==> src/rtl/agu_rs.sv <==
// Memory-uop reservation station with CDB wakeup, oldest-ready select and a
// single registered address-generation stage feeding the load/store queue.
module agu_rs #(
    parameter int AGU_RS_DEPTH = 4,
    parameter int ROB_IDX      = 5,
    parameter int PRF_IDX      = 6,
    parameter int CDB_PORTS    = 3
) (
    input  logic                          clk,
    input  logic                          rst,
    input  logic                          ds_valid,
    output logic                          ds_ready,
    input  logic [ROB_IDX-1:0]            ds_rob_id,
    input  logic [3:0]                    ds_fu_opcode,
    input  logic [PRF_IDX-1:0]            ds_rs1_phy,
    input  logic [PRF_IDX-1:0]            ds_rs2_phy,
    input  logic                          ds_rs1_ready,
    input  logic                          ds_rs2_ready,
    input  logic [31:0]                   ds_imm,
    input  logic [CDB_PORTS-1:0]          cdb_valid,
    input  logic [CDB_PORTS*PRF_IDX-1:0]  cdb_rd_phy,
    output logic [PRF_IDX-1:0]            prf_rs1_phy,
    output logic [PRF_IDX-1:0]            prf_rs2_phy,
    input  logic [31:0]                   prf_rs1_value,
    input  logic [31:0]                   prf_rs2_value,
    output logic                          agu_valid,
    output logic [ROB_IDX-1:0]            agu_rob_id,
    output logic [31:0]                   agu_addr,
    output logic [3:0]                    agu_mask,
    output logic [31:0]                   agu_wdata,
    output logic [31:0]                   agu_rs1_value_dbg,
    output logic [31:0]                   agu_rs2_value_dbg
);
    localparam int IDX_W = (AGU_RS_DEPTH > 1) ? $clog2(AGU_RS_DEPTH) : 1;

    logic [AGU_RS_DEPTH-1:0] r_valid;
    logic [AGU_RS_DEPTH-1:0] r_rs1_rdy;
    logic [AGU_RS_DEPTH-1:0] r_rs2_rdy;
    logic [ROB_IDX-1:0]      r_rob_id  [AGU_RS_DEPTH];
    logic [3:0]              r_opcode  [AGU_RS_DEPTH];
    logic [PRF_IDX-1:0]      r_rs1_phy [AGU_RS_DEPTH];
    logic [PRF_IDX-1:0]      r_rs2_phy [AGU_RS_DEPTH];
    logic [31:0]             r_imm     [AGU_RS_DEPTH];
    // r_older[i][j] set means entry i was dispatched before entry j
    logic [AGU_RS_DEPTH-1:0] r_older   [AGU_RS_DEPTH];

    logic                    r_agu_valid;
    logic [ROB_IDX-1:0]      r_agu_rob_id;
    logic [31:0]             r_agu_addr;
    logic [3:0]              r_agu_mask;
    logic [31:0]             r_agu_wdata;
    logic [31:0]             r_agu_rs1_dbg;
    logic [31:0]             r_agu_rs2_dbg;

    logic [AGU_RS_DEPTH-1:0] w_wake1;
    logic [AGU_RS_DEPTH-1:0] w_wake2;
    logic                    w_ds_wake1;
    logic                    w_ds_wake2;
    logic [AGU_RS_DEPTH-1:0] w_cand;
    logic                    w_issue;
    logic [IDX_W-1:0]        w_sel_idx;
    logic [IDX_W-1:0]        w_alloc_idx;
    logic                    w_accept;
    logic [3:0]              w_op;
    logic                    w_store;
    logic [31:0]             w_addr;
    logic [3:0]              w_mask;
    logic [31:0]             w_wdata;

    always_comb begin
        w_wake1    = '0;
        w_wake2    = '0;
        w_ds_wake1 = 1'b0;
        w_ds_wake2 = 1'b0;
        for (int k = 0; k < CDB_PORTS; k++) begin
            if (cdb_valid[k]) begin
                for (int i = 0; i < AGU_RS_DEPTH; i++) begin
                    if (cdb_rd_phy[k*PRF_IDX +: PRF_IDX] == r_rs1_phy[i]) w_wake1[i] = 1'b1;
                    if (cdb_rd_phy[k*PRF_IDX +: PRF_IDX] == r_rs2_phy[i]) w_wake2[i] = 1'b1;
                end
                if (cdb_rd_phy[k*PRF_IDX +: PRF_IDX] == ds_rs1_phy) w_ds_wake1 = 1'b1;
                if (cdb_rd_phy[k*PRF_IDX +: PRF_IDX] == ds_rs2_phy) w_ds_wake2 = 1'b1;
            end
        end
    end

    assign w_cand = r_valid & r_rs1_rdy & r_rs2_rdy;

    always_comb begin
        logic w_oldest;
        w_issue   = 1'b0;
        w_sel_idx = '0;
        for (int i = 0; i < AGU_RS_DEPTH; i++) begin
            w_oldest = w_cand[i];
            for (int j = 0; j < AGU_RS_DEPTH; j++) begin
                if (j != i && w_cand[j] && r_older[j][i]) w_oldest = 1'b0;
            end
            if (w_oldest) begin
                w_issue   = 1'b1;
                w_sel_idx = IDX_W'(i);
            end
        end
    end

    always_comb begin
        w_alloc_idx = '0;
        for (int i = AGU_RS_DEPTH - 1; i >= 0; i--) begin
            if (!r_valid[i]) w_alloc_idx = IDX_W'(i);
        end
    end

    // Readiness reflects occupancy at cycle start; a same-cycle issue does not free a slot.
    assign ds_ready = ~&r_valid;
    assign w_accept = ds_valid & ds_ready;

    assign prf_rs1_phy = r_rs1_phy[w_sel_idx];
    assign prf_rs2_phy = r_rs2_phy[w_sel_idx];
    assign w_op        = r_opcode[w_sel_idx];
    assign w_store     = w_op[3];
    assign w_addr      = prf_rs1_value + r_imm[w_sel_idx];

    always_comb begin
        w_mask  = 4'b1111;
        w_wdata = prf_rs2_value;
        case (w_op)
            4'b0000, 4'b0100, 4'b1000: begin
                w_mask  = 4'b0001 << w_addr[1:0];
                w_wdata = {24'b0, prf_rs2_value[7:0]} << {w_addr[1:0], 3'b000};
            end
            4'b0001, 4'b0101, 4'b1001: begin
                w_mask  = 4'b0011 << w_addr[1:0];
                w_wdata = {16'b0, prf_rs2_value[15:0]} << {w_addr[1], 4'b0000};
            end
            default: ;
        endcase
        if (!w_store) w_wdata = '0;
    end

    // NOTE: only valid bits and the result stage are reset; payload is qualified by valid.
    always_ff @(posedge clk) begin
        if (w_accept) begin
            r_rob_id[w_alloc_idx]  <= ds_rob_id;
            r_opcode[w_alloc_idx]  <= ds_fu_opcode;
            r_rs1_phy[w_alloc_idx] <= ds_rs1_phy;
            r_rs2_phy[w_alloc_idx] <= ds_rs2_phy;
            r_imm[w_alloc_idx]     <= ds_imm;
        end
        for (int i = 0; i < AGU_RS_DEPTH; i++) begin
            if (w_wake1[i]) r_rs1_rdy[i] <= 1'b1;
            if (w_wake2[i]) r_rs2_rdy[i] <= 1'b1;
        end
        if (w_accept) begin
            r_rs1_rdy[w_alloc_idx] <= ds_rs1_ready | w_ds_wake1;
            r_rs2_rdy[w_alloc_idx] <= ~ds_fu_opcode[3] | ds_rs2_ready | w_ds_wake2;
            r_older[w_alloc_idx]   <= '0;
            for (int j = 0; j < AGU_RS_DEPTH; j++) begin
                r_older[j][w_alloc_idx] <= (j != int'(w_alloc_idx));
            end
        end
    end

    always_ff @(posedge clk) begin
        if (rst) begin
            r_valid       <= '0;
            r_agu_valid   <= 1'b0;
            r_agu_rob_id  <= '0;
            r_agu_addr    <= '0;
            r_agu_mask    <= '0;
            r_agu_wdata   <= '0;
            r_agu_rs1_dbg <= '0;
            r_agu_rs2_dbg <= '0;
        end else begin
            if (w_issue)  r_valid[w_sel_idx]   <= 1'b0;
            if (w_accept) r_valid[w_alloc_idx] <= 1'b1;
            r_agu_valid <= w_issue;
            if (w_issue) begin
                r_agu_rob_id  <= r_rob_id[w_sel_idx];
                r_agu_addr    <= w_addr;
                r_agu_mask    <= w_mask;
                r_agu_wdata   <= w_wdata;
                r_agu_rs1_dbg <= prf_rs1_value;
                r_agu_rs2_dbg <= w_store ? prf_rs2_value : 32'h0;
            end
        end
    end

    assign agu_valid         = r_agu_valid;
    assign agu_rob_id        = r_agu_rob_id;
    assign agu_addr          = r_agu_addr;
    assign agu_mask          = r_agu_mask;
    assign agu_wdata         = r_agu_wdata;
    assign agu_rs1_value_dbg = r_agu_rs1_dbg;
    assign agu_rs2_value_dbg = r_agu_rs2_dbg;

endmodule

==> config.mk <==
export PLATFORM = sky130hd
export DESIGN_NAME = agu_rs
export DESIGN_NICKNAME = d
export VERILOG_FILES = /design/src/rtl/agu_rs.sv
export SDC_FILE = /design/constraint.sdc
export NUM_CORES = 1
export LEC_CHECK = 0
export BUFFER_PORTS_ARGS = -buffer_cell sky130_fd_sc_hd__buf_4
export CAP_MARGIN = 20
export CORE_AREA = 2 2 242 244
export CTS_CLUSTER_DIAMETER = 120
export DETAILED_ROUTE_END_ITERATION = 8
export DIE_AREA = 0 0 244 246
export SETUP_SLACK_MARGIN = 0.4
export SYNTH_ARGS = -nofsm -noshare
export SYNTH_HDL_FRONTEND = slang
export SYNTH_SLANG_ARGS = --single-unit
==> constraint.sdc <==
create_clock -name clk -period 11.2 [get_ports clk]
set_clock_uncertainty 0.15 [all_clocks]
set_input_delay 1.68 -clock clk [delete_from_list [all_inputs] [get_ports clk]]
set_output_delay 1.68 -clock clk [all_outputs]
set_load 0.02 [all_outputs]
==> results of run 1 <==
power by group through the flow:
stage | Combinational [mW] | Clock (mW) | Sequential (mW)
after floorplan | 0.373 | 0 | 1.68
after global placement | 0.690 | 0 | 1.63
after detailed placement | 0.699 | 0 | 1.64
after CTS | 0.701 | 1.40 | 1.61
after global routing | 0.761 | 1.46 | 1.62
final | 0.699 | 1.37 | 1.61
kinds of logic after synthesis:
group	Yosys count	share of synthesized area, %
mux	5	0.308
buf+inv	109	2.55
fa+ha+maj	32	2.39
xor+xnor	208	10.7
simple gates	409	11.3
compound gates	423	15.7
flops	374	57.0
Yosys cell counts (all sizes together) (43+ instances only):
| cell | number |
|---|---|
| edfxtp | 224 |
| nand2 | 180 |
| a21oi | 164 |
| dfxtp | 150 |
| xnor2 | 120 |
| xor2 | 88 |
| clkbuf | 82 |
| o22ai | 65 |
| nor2 | 60 |
| o21ai | 50 |
| nand3 | 47 |
| a22oi | 43 |
cell usage in the layout (no fill, tap or decap), types with 6 or more instances in the layout:
cell type / synthesis / routed
nand3_1: 47 / 47
a21oi_1: 163 / 163
and3_1: 15 / 15
a31oi_1: 7 / 7
a21o_1: 12 / 12
edfxtp_1: 224 / 224
nor3_1: 12 / 12
nor4_1: 22 / 22
buf_4: 2 / 308
ha_1: 31 / 31
nand2_1: 179 / 179
clkbuf_1: 82 / 16
xnor2_1: 120 / 120
or4_1: 10 / 10
o21a_1: 6 / 6
xor2_1: 88 / 88
inv_1: 8 / 8
a22o_1: 9 / 9
a221oi_1: 7 / 7
nor2_1: 58 / 54
clkbuf_16: 0 / 43
o21ai_0: 47 / 47
a22oi_1: 43 / 43
o211ai_1: 10 / 10
a211oi_1: 7 / 7
dfxtp_1: 150 / 150
a221o_1: 9 / 9
o22ai_1: 65 / 65
nand4_1: 41 / 41
final cells by class:
class / count / area (um^2) / area share (%)
antenna: 2 / 5.00 / 0.0234
clock buffer: 61 / 1150 / 5.41
clock inverter: 15 / 206 / 0.967
inverter: 8 / 30.0 / 0.141
multi-input combinational: 1077 / 6940 / 32.5
sequential: 374 / 9730 / 45.6
tap: 765 / 957 / 4.48
timing repair buffer: 310 / 2320 / 10.9
worst max-delay path by stage:
stage                     endpoint  cells past startpoint  slack, ns
finish              prf_rs1_phy[4]                      7       5.70
global route        prf_rs1_phy[4]                      7       5.45
CTS                 prf_rs1_phy[4]                      7       5.70
detailed placement    agu_addr[28]                     15       6.10
global placement      agu_addr[28]                     15       6.16
floorplan            r_older[0][3]                      4       5.82
metal layers:
| layer | global-route usage (%) | up-vias | share of wire (%) |
|---|---|---|---|
| li1 | - | 6302 | - |
| met1 | 23.3 | 6539 | 43 |
| met2 | 28.4 | 573 | 46 |
| met3 | 4.30 | 122 | 8.4 |
| met4 | 6.10 | 8 | 2.9 |
| met5 | 0 | - | 0.10 |
critical path, cell delays in order (launching register included):
cell	delay, ns
dfxtp_1	0.66
nand4_1	0.19
nand4_1	0.32
buf_4	0.65
and3_1	0.75
a22oi_1	0.13
o21ai_0	0.16
buf_4	0.19
state kept, by name, summed over array words and instances (netlist names):
| name | flops |
|---|---|
| r_valid | 4 |
| r_rs1_rdy | 4 |
| agu_addr | 32 |
| r_rs2_phy | 24 |
| agu_rs1_value_dbg | 32 |
| r_rs1_phy | 24 |
| agu_rs2_value_dbg | 32 |
| r_older | 12 |
| r_opcode | 16 |
| agu_mask | 4 |
| agu_wdata | 32 |
| r_imm | 128 |
| r_rs2_rdy | 4 |
| agu_rob_id | 5 |
| r_rob_id | 20 |
| agu_valid | 1 |
==> impl_metrics.env, run 1 <==
export IMPL_clk_latency_ns=0.56
export IMPL_hold_buffers=0
export IMPL_grt_pass1_vias=13184
export IMPL_grt_max_degree=88
export IMPL_r2r_end="agu_addr[28]"
export IMPL_syn_nets=1735
export IMPL_async_flop_share_pct=0
export IMPL_clkPwrFrac_pct=37.3
export IMPL_power_share_switching_pct=28.4
export IMPL_setup_viol=0
export IMPL_dp_worst_setup_slack_ns=6.10
export IMPL_p_int_mw=2.63
export IMPL_clk_pin_slew_ns=0.06
export IMPL_cts_buffer_depth=3
export IMPL_io_pins=294
export IMPL_io_buffers=293
export IMPL_synth_edf_count=224
export IMPL_p_leak_nw=7.82
export IMPL_finalCritPeriodShare_pct=49.1
export IMPL_maxCapViolations=0
export IMPL_peakVddDrop_mv=0.0956
export IMPL_core_um2=57400
export IMPL_num_fill_cells=5687
export IMPL_whs_ns=0.301
export IMPL_min_path_cells=2
export IMPL_netlist_area_um2=17100
export IMPL_area_growth_pct=25.1
export IMPL_crit_start="r_valid[1]"
export IMPL_num_rows=88
export IMPL_ant_nets=0
export IMPL_min_from="agu_rs1_value_dbg[1]"
export IMPL_globalplace_congestion=0.947
export IMPL_die_area_um2=60000
export IMPL_r2r_cells=15
export IMPL_fin_area_um2=21300
export IMPL_netSwitchingPower_mw=1.04
export IMPL_ys_ff_latch=374
export IMPL_grt_pass1_wl_um=81300
export IMPL_final_util_pct=37.2
export IMPL_cts_setup_buffers=0
export IMPL_drc_errors=0
export IMPL_cts_resized=0
export IMPL_comb_power_share_pct=19.0
export IMPL_worst_slack_ns=5.70
export IMPL_synthFlopType="edfxtp_1"
export IMPL_cts_tree="built"
export IMPL_totalWireLength_um=54900
export IMPL_syn_avg_cell_area_um2=10.9
export IMPL_arrival_ns=3.67
export IMPL_seq_area_frac_synth_pct=57.0
export IMPL_dp_cells=2532
export IMPL_die_y_um=246
export IMPL_worstSetupStartpointType="register"
export IMPL_slew_violations=0
export IMPL_fmax_ghz=0.182
export IMPL_fin_setup_tns_ns=0
export IMPL_placed_cell_area_um2=20000
export IMPL_max_slew_worst_pin_slew_ns=1.07
export IMPL_outcome="finished, final reports clean"
export IMPL_drive_gt1_share_pct=21.3
export IMPL_routed_via_density=5.19
export IMPL_synth_cell_types=70
export IMPL_grt_setup_unrepaired="false"
export IMPL_critical_path_class="reg -> out"
export IMPL_die_width_um=244
export IMPL_synth_top_area_cell="edfxtp_1"
export IMPL_antenna_found_initial=6
export IMPL_grt_usage_pct=17.7
export IMPL_cts_inserted_buffers=41
export IMPL_power_density_nw_per_um2=172
export IMPL_dp_hpwl_um=38100
export IMPL_worstHoldEndpoint="agu_rs1_value_dbg[1]"
export IMPL_synthTopCellsByArea="edfxtp_1 39%, dfxtp_1 18%, xnor2_1 6.2%, a21oi_1 4.8%, xor2_1 4.5%"
export IMPL_cts_root_buf="clkbuf_16"
export IMPL_fin_cells=2612
export IMPL_finalPower_mw=3.68
export IMPL_max_slew_margin_rel_pct=28.2
export IMPL_seqPwrFrac_pct=43.7
export IMPL_syn_inst=1560
export IMPL_dr_total_vias=13544
export IMPL_clock_sinks=374
export IMPL_worstReg2RegStart="r_valid[1]"
export IMPL_crit_required_ns=9.37
export IMPL_regToRegSetupSlack_ns=6.07
export IMPL_yosys_warnings=0
export IMPL_end_kind="primary output"
export IMPL_initial_core_util_pct=29.7
export IMPL_wire_per_inst_um=21.0
export IMPL_cts_max_level=2
export IMPL_holdCritPathClass="reg -> reg"
export IMPL_hold_viol=0
export IMPL_final_nets=1987
export IMPL_cp_max_fo=69
export IMPL_drt_iter0_drc=1254
export IMPL_grt_ovfl_total=0
export IMPL_drt_first_pass_iters=5
export IMPL_period_needed_ns=5.50
export IMPL_synth_top_area_share_pct=39.4
Note: power is estimated with default switching activity, not from simulation.
==> run 2, diff against run 1 <==
==> constraint.sdc (replaced) <==
create_clock -name clk -period 4.6 [get_ports clk]
set_clock_uncertainty 0.15 [all_clocks]
set_input_delay 0.69 -clock clk [delete_from_list [all_inputs] [get_ports clk]]
set_output_delay 0.69 -clock clk [all_outputs]
set_load 0.02 [all_outputs]
==> run 2 against run 1 <==
Total power grew 150%. Critical path depth increased by 9. Wire length is 2.9% higher. Count of clock-buffer cells in the layout is 4 higher. Sequential power up 140%. Design area increased by 2.6%. Sequential share of layout area shrank 1.1 points. Highest routed layer unchanged.
==> impl_metrics.env, run 2 (synthesis gave the netlist of run 1 again) <==
export IMPL_totalWireLength_um=56500
export IMPL_drt_iter0_drc=1248
export IMPL_cp_common_cell="a221oi_2"
export IMPL_wire_per_inst_um=21.4
export IMPL_io_buffers=293
export IMPL_cp_top_family="compound AO/OA/AOI/OAI gates"
export IMPL_globalplace_congestion=0.924
export IMPL_die_area_um2=60000
export IMPL_end_kind="register"
export IMPL_final_common_cell="buf_4"
export IMPL_period_needed_ns=4.02
export IMPL_num_rows=88
export IMPL_hold_viol=0
export IMPL_drc_errors=0
export IMPL_cts_root_buf="clkbuf_16"
export IMPL_crit_chain="and3_1, o2111ai_4, or3_4, buf_8, o22ai_4, a21oi_4, ha_4, a21o_1, a31o_1, a221oi_2, a31oi_2, a31oi_4, o21ai_4, a221oi_2, mux2_4, nand3_1"
export IMPL_cts_inserted_buffers=42
export IMPL_outcome="finished, final reports clean"
export IMPL_grt_ovfl_total=0
export IMPL_p_leak_nw=8.06
export IMPL_critPathBufInv=1
export IMPL_max_slew_margin_rel_pct=31.7
export IMPL_dr_total_vias=13777
export IMPL_cts_buffer_depth=3
export IMPL_grt_pass1_vias=13006
export IMPL_final_util_pct=38.2
export IMPL_slew_violations=0
export IMPL_final_nets=2019
export IMPL_finalCritPeriodShare_pct=87.5
export IMPL_dp_hpwl_um=38200
export IMPL_setup_viol=0
export IMPL_clk_latency_ns=0.58
export IMPL_top_register="r_imm"
export IMPL_drt_first_pass_iters=5
export IMPL_grt_max_degree=108
export IMPL_holdCritPathClass="in -> reg"
export IMPL_fin_area_um2=21900
export IMPL_cpPeakStageDelay_ns=0.46
export IMPL_critical_path_class="reg -> reg"
export IMPL_die_y_um=246
export IMPL_hold_buffers=0
export IMPL_cts_max_level=2
export IMPL_finalPower_mw=9.04
export IMPL_drive_gt1_share_pct=25.0
export IMPL_clock_sinks=374
export IMPL_grt_setup_unrepaired="false"
export IMPL_worstSetupStartpointType="register"
export IMPL_critPathSlowestCell="or3_4"
export IMPL_final_cell_mix="328 x buf_4, 224 x edfxtp_1, 178 x nand2_1"
export IMPL_core_um2=57400
export IMPL_routed_via_density=5.21
export IMPL_antenna_found_initial=4
export IMPL_cp_max_fo=7
export IMPL_power_density_nw_per_um2=412
export IMPL_fin_setup_tns_ns=0
export IMPL_fmax_ghz=0.249
export IMPL_max_slew_worst_pin_slew_ns=1.02
export IMPL_crit_required_ns=4.96
export IMPL_arrival_ns=4.38
export IMPL_area_growth_pct=28.4
export IMPL_largest_reg_flops=128
export IMPL_maxCapViolations=0
export IMPL_placed_cell_area_um2=20100
export IMPL_grt_usage_pct=17.9
export IMPL_initial_core_util_pct=29.7
export IMPL_grt_pass1_wl_um=82200
export IMPL_clk_pin_slew_ns=0.06
export IMPL_ant_nets=0
export IMPL_peakVddDrop_mv=0.249
export IMPL_cts_tree="built"
export IMPL_io_pins=294
export IMPL_die_width_um=244
[run 2: cell types whose count changed in the layout (fill, tap and decap cells not counted), moves of 5 or more]
cell,previous run,this run
buf_12,0,6
buf_4,308,328
a21oi_1,163,155
a21oi_2,1,8
clkbuf_8,1,6
dfxtp_1,150,139
dfxtp_2,0,9
[run 2: layout make-up]
type / instances / area (um^2)
diodes: 2 / 5.00
clock buffers: 65 / 1240
clock inverters: 12 / 109
fillers: 5602 / 35500
inverters: 8 / 30.0
multi-input cells: 1077 / 7140
flip-flops and latches: 374 / 9750
well taps: 765 / 957
repair buffers: 341 / 2670
[run 2: per-layer routing]
| layer | track usage [%] | part of all wire (%) | vias to the layer above |
|---|---|---|---|
| met4 | 5.99 | 2.6 | 4 |
| met1 | 24.4 | 43 | 6685 |
| li1 | - | - | 6373 |
| met5 | 0 | 0.044 | - |
| met2 | 28.4 | 46 | 606 |
| met3 | 3.70 | 8.4 | 109 |
[run 2: what timing repair did]
| action | CTS | global route |
|---|---|---|
| pin swaps | 2 | 24 |
| setup endpoints to repair | 6 | 12 |
| resized for setup | 10 | 55 |
| buffers inserted | 1 | 15 |
[run 2: worst paths after layout]
check                           slack (ns)      endpoint         start  cells past startpoint
worst max-delay path                  0.58  agu_addr[29]  r_rs1_rdy[1]                     16
worst min-delay path                  0.16  r_imm[3][16]    ds_imm[16]                      1
worst max register to register        0.58  agu_addr[29]  r_rs1_rdy[1]                     16
worst min register to register        0.30  agu_addr[12]  agu_addr[12]                      2
[run 2: where the power goes]
| part | leakage, nW | switching [mW] | internal (mW) |
|---|---|---|---|
| combinational | 4.11 | 1.10 | 0.727 |
| sequential | 3.29 | 0.132 | 3.78 |
| clock | 0.664 | 1.37 | 1.93 |
| total | 8.06 | 2.61 | 6.43 |
[run 2: through the flow]
| step | cells | setup slack [ns] | hold slack (ns) |
|---|---|---|---|
| floorplan | 1560 | 0.451 | 0.361 |
| global placement | 2546 | 0.234 | 0.288 |
| detailed placement | 2548 | 0.153 | 0.294 |
| CTS | 2626 | 0.386 | 0.134 |
| global route | 2643 | 0.362 | 0.145 |
| finish | 2644 | 0.576 | 0.163 |
[run 2: worst reg2reg max path, cell delays in order, from the launching register on]
cell	delay [ns]
dfxtp_2	0.36
and3_1	0.25
o2111ai_4	0.19
or3_4	0.46
buf_8	0.15
o22ai_4	0.11
a21oi_4	0.06
ha_4	0.27
a21o_1	0.21
a31o_1	0.20
a221oi_2	0.30
a31oi_2	0.18
a31oi_4	0.28
o21ai_4	0.10
a221oi_2	0.29
mux2_4	0.33
nand3_1	0.08
